$ cat src/rtl/jk_excitation_driver.sv
// Drives J/K of an external bank of JK flops from load/inc/dec/hold commands,
// mirroring the expected flop state and flagging any mismatch with the fed-back Q.
module jk_excitation_driver #(
  parameter int WIDTH = 4,
  parameter int NW    = 8
) (
  input  logic             CLK,
  input  logic             RST,
  input  logic             CMD_VALID,
  output logic             CMD_READY,
  input  logic [1:0]       CMD_OP,
  input  logic [WIDTH-1:0] CMD_DATA,
  input  logic [NW-1:0]    CMD_N,
  input  logic [WIDTH-1:0] Q_FB,
  output logic [WIDTH-1:0] J,
  output logic [WIDTH-1:0] K,
  output logic [WIDTH-1:0] Q_EXP,
  output logic             DONE,
  output logic             ERR,
  output logic [2:0]       STATE
);

  localparam logic [2:0] ST_CLR    = 3'd0;
  localparam logic [2:0] ST_SETTLE = 3'd1;
  localparam logic [2:0] ST_CHECK  = 3'd2;
  localparam logic [2:0] ST_IDLE   = 3'd3;
  localparam logic [2:0] ST_DRIVE  = 3'd4;

  // Handshake: a command is taken on a rising edge where CMD_VALID and CMD_READY
  // are both high; CMD_READY is high only in IDLE, and valid elsewhere is dropped.
  logic [2:0]       state;
  logic [1:0]       op_q;
  logic [WIDTH-1:0] data_q;
  logic [NW-1:0]    remaining;
  logic [WIDTH-1:0] target;

  assign CMD_READY = (state == ST_IDLE);
  assign STATE     = state;

  always_comb begin
    target = Q_EXP;
    case (op_q)
      2'b01:   target = Q_EXP + WIDTH'(1);
      2'b10:   target = Q_EXP - WIDTH'(1);
      2'b11:   target = data_q;
      default: target = Q_EXP;
    endcase
  end

  always_ff @(posedge CLK) begin
    if (RST) begin
      state     <= ST_CLR;
      J         <= '0;
      K         <= '0;
      Q_EXP     <= '0;
      ERR       <= 1'b0;
      DONE      <= 1'b0;
      op_q      <= 2'b00;
      data_q    <= '0;
      remaining <= '0;
    end else begin
      DONE <= 1'b0;
      J    <= '0;
      K    <= '0;
      case (state)
        ST_CLR: begin
          K     <= '1;
          state <= ST_SETTLE;
        end
        ST_SETTLE: state <= ST_CHECK;
        ST_CHECK: begin
          if (Q_FB != Q_EXP) begin
            ERR   <= 1'b1;
            Q_EXP <= Q_FB;
          end
          // remaining is zero only after the clear sequence, which is not a command.
          if (remaining > NW'(1)) begin
            remaining <= remaining - NW'(1);
            state     <= ST_DRIVE;
          end else begin
            DONE      <= (remaining != '0);
            remaining <= '0;
            state     <= ST_IDLE;
          end
        end
        ST_IDLE: begin
          if (CMD_VALID) begin
            op_q      <= CMD_OP;
            data_q    <= CMD_DATA;
            remaining <= (CMD_N == '0) ? NW'(1) : CMD_N;
            state     <= ST_DRIVE;
          end
        end
        ST_DRIVE: begin
          // Excitation-table inverse with don't-cares taken as 0, so J=K=1 never occurs.
          J     <= ~Q_EXP & target;
          K     <= Q_EXP & ~target;
          Q_EXP <= target;
          state <= ST_SETTLE;
        end
        default: state <= ST_CLR;
      endcase
    end
  end

endmodule

$ cat config.mk
export PLATFORM = sky130hd
export DESIGN_NAME = jk_excitation_driver
export DESIGN_NICKNAME = d
export VERILOG_FILES = /design/src/rtl/jk_excitation_driver.sv
export SDC_FILE = /design/constraint.sdc
export NUM_CORES = 1
export LEC_CHECK = 0
export ABC_CLOCK_PERIOD_IN_PS = 2000
export BUFFER_PORTS_ARGS = -buffer_cell sky130_fd_sc_hd__buf_2
export CORE_MARGIN = 4
export CORE_UTILIZATION = 45
export CTS_CLUSTER_DIAMETER = 200
export DETAILED_ROUTE_END_ITERATION = 7
export PLACE_DENSITY = 0.71
export SYNTH_ARGS = -nofsm -noshare
export SYNTH_HDL_FRONTEND = slang
export SYNTH_SLANG_ARGS = --single-unit
$ cat constraint.sdc
create_clock -name CLK -period 2 [get_ports CLK]
set_input_delay 0.4 -clock CLK [delete_from_list [all_inputs] [get_ports CLK]]
set_output_delay 0.4 -clock CLK [all_outputs]
set_load 0.005 [all_outputs]
==> results.tsv <==
metric	value	unit
final_nets	280	
clock_tree.root_cell	clkbuf_8	
timing.final.crit_share	0.938	
worst_setup_path_startpoint	STATE[1]	
outcome	finished, final reports clean	
detail_route.wl_per_cell	13.8	um
synth_warnings	0	
vias	1657	
place.detailed.instances	293	
grt_use_total	0.178	
routed_wirelength	4130	um
fraction_of_final_layout_cells_with_drive_strength_greater_than_1	0.278	
filler_cell_count	350	
maximum_buffer_depth_of_the_clock_tree	2	
clock-sinks	31	
yosys.cell_types.count	49	
achievable-frequency	533	MHz
clk_pin_slew	0.07	ns
report.final.setup_viol	0	
timing.hold.worst.start	CMD_DATA[3]	
finalMaxSlewViolations	0	
detailedRoute.firstPassIterationCount	4	
critical_path_class	reg -> out	
post_synth_fa_ha_maj_area_fraction	0.0515	
syn_nets	238	
drcViolationCount	0	
critPathMaxFanout	11	
total_power	0.00288	W
place_hpwl	3010	um
synth-edff-count	0	
detailedRoute.firstIterationViolations	126	
timing_worst_slew_pin_value	0.426	ns
synth_compound_area_frac	0.230	
cap_violations	0	
ctsHtreeMaxLevel	2	
diodes	0	
area_delta_synth_final	20.8	%
grt_setup_unrepaired	no	
grt_pass1_wl	7000	um
clock_skew	0.00645	ns
leakage	0.860	nW
synthSimpleGateAreaFrac	0.238	
die_area	4830	sq um
r2r_start	op_q[0]	
syn-mean-instance-area	8.10	sq um
totalNegativeSetupSlack	0	ns
maximum_number_of_pins_on_one_net_before_global_route_repair	23	
area_share_of_xor_xnor_cells_in_the_synthesized_design	0.0412	
cts-buffers-inserted	5	
standard_cell_row_count	22	
count_of_buffers_inserted_at_the_top_level_ports	38	
route.antenna.remaining_nets	0	
number_of_i_o_pins	39	
first_global_vias	1573	
power-per-cell-area	1400	nW/um^2
combinational_family_with_the_most_area_after_synthesis	simple AND/OR/NAND/NOR gates	
worstSkewPairLatency	0.29	ns
effective_utilization_at_floorplan	0.465	
grt_overflow_total	0	
asr_flop_ratio_synth	0	
min-delay-path-class	in -> reg	
finalHoldViolCount	0	
gp_routability_congestion	0.873	
min_period	1.88	ns
design.core.area	3660	sq um
slew-limit-headroom	0.716	
critPathArrivalTime	1.48	ns
instances_no_fill	300	
synth_cells	210	
synth.ff_latch_count	31	
grt_antenna_before_repair	0	
portion_of_netlist_area_occupied_by_mux_cells	0.0125	
max-vdd-ir-drop	0.959	mV
critPathLaunchType	flip-flop	
cell_area_after_technology_mapping	1700	sq um
ys_dominant_reg_cell	dfxtp_1	
vias_per_cell	5.52	
tritoncts	built	
synth_seq_area_share	0.365	
fp.dieW	69.5	um
cts_setup_buffers	0	
die_h	69.5	um
holdBufCountCts	0	
worstPathRequired	1.60	ns
setup.worst_path.end_class	output pin	
-- final cells by class --
cell class / instances / area, sq um / area share
sequential: 31 / 623 / 0.303
clock inverter: 1 / 5.00 / 0.00243
clock buffer: 6 / 82.6 / 0.0402
tap: 48 / 60.1 / 0.0292
multi-input combinational: 156 / 990 / 0.481
inverter: 12 / 45.0 / 0.0219
timing repair buffer: 46 / 250 / 0.122
-- through the flow --
stage          hold slack (ns)  setup WS, ns   util  instance area [sq um]
2_1_floorplan            0.436        0.0996      -                   1700
3_3_place_gp             0.444         0.134  0.533                   1950
3_5_place_dp             0.450        0.0622  0.533                   1950
4_1_cts                  0.357        0.0556  0.557                   2040
5_1_grt                  0.361       0.00699  0.562                   2060
6_report                 0.357         0.123  0.562                   2060
-- synthesized netlist by cell type, types with 2 or more instances --
cell,number,area share
o21ai_0,9,0.026
a221oi_1,2,0.010
a32o_1,2,0.012
o21a_1,2,0.0088
dfxtp_1,31,0.36
nand3_1,10,0.029
a22oi_1,7,0.031
nor2_1,19,0.042
clkbuf_1,7,0.015
o31ai_1,2,0.0088
a211o_1,2,0.010
ha_1,7,0.051
xor2_1,3,0.015
xnor2_1,5,0.026
nor4_1,5,0.018
and2_1,2,0.0074
o2111ai_1,2,0.010
a21oi_1,20,0.059
inv_1,11,0.024
nand2_1,24,0.053
buf_6,2,0.013
nor3_1,7,0.021
nand3b_1,2,0.0088
o211ai_1,2,0.0088
-- layout by cell type (no fill, tap or decap), types with 3 or more instances in the layout --
| cell type | Yosys | final |
|---|---|---|
| o21ai_0 | 9 | 9 |
| nand2_1 | 24 | 24 |
| nor3_1 | 7 | 7 |
| inv_1 | 11 | 11 |
| a22oi_1 | 7 | 6 |
| xnor2_1 | 5 | 5 |
| dfxtp_1 | 31 | 29 |
| xor2_1 | 3 | 3 |
| nor4_1 | 5 | 5 |
| ha_1 | 7 | 7 |
| a21oi_1 | 20 | 19 |
| buf_2 | 0 | 38 |
| nand3_1 | 10 | 10 |
| nor2_1 | 19 | 19 |
| buf_4 | 0 | 8 |
| clkbuf_8 | 0 | 6 |
-- power by group --
| part | total [W] | internal [W] | switching [W] | leakage [nW] |
|---|---|---|---|---|
| combinational | 0.00146 | 0.000712 | 0.000748 | 0.560 |
| clock | 0.000505 | 0.000270 | 0.000235 | 0.0470 |
| sequential | 0.000918 | 0.000761 | 0.000158 | 0.253 |
| total | 0.00288 | 0.00174 | 0.00114 | 0.860 |
-- cell families after synthesis --
| group | count (synthesis) |
|---|---|
| AND/OR/NAND/NOR | 81 |
| AO/OA/AOI/OAI | 58 |
| flip-flops | 31 |
| buffers and inverters | 23 |
| XOR/XNOR | 8 |
| adder cells (fa/ha/maj) | 7 |
| multiplexers | 2 |
-- worst max-delay path, cell delays in order (launching register included) --
cell and delay [ns]:
dfxtp_1 0.44, nand3b_1 0.24, inv_2 0.18, buf_4 0.19
buf_2 0.13
-- state kept, by name, summed over array words and instances, names as in the netlist --
register / cells
DONE: 1
ERR: 1
J: 4
K: 4
Q_EXP: 4
STATE: 3
data_q: 4
op_q: 2
remaining: 8
-- path summary, 6_finish.rpt --
path | endpoint | slack (ns) | cells past startpoint
max | CMD_READY | 0.12 | 4
min | data_q[3] | 0.36 | 3
max reg2reg | Q_EXP[2] | 0.17 | 9
min reg2reg | data_q[3] | 0.47 | 2
-- repair_timing --
action / 4_1_cts / 5_1_grt
setup endpoints to repair: 0 / 6
resized for setup: 0 / 6
endpoints found under the hold margin: 0 / 0
-- per-layer routing --
layer  part of all wire  vias to the layer above  global-route usage  wire length [um]
met2               0.48                       53               0.296              2000
met3              0.058                       18              0.0507               238
met1               0.42                      750               0.209              1750
li1                   -                      836                   -                 -
met4              0.034                        0              0.0889               140
met5                  0                        -                   0                 0
Note: power is estimated with default switching activity, not from simulation.
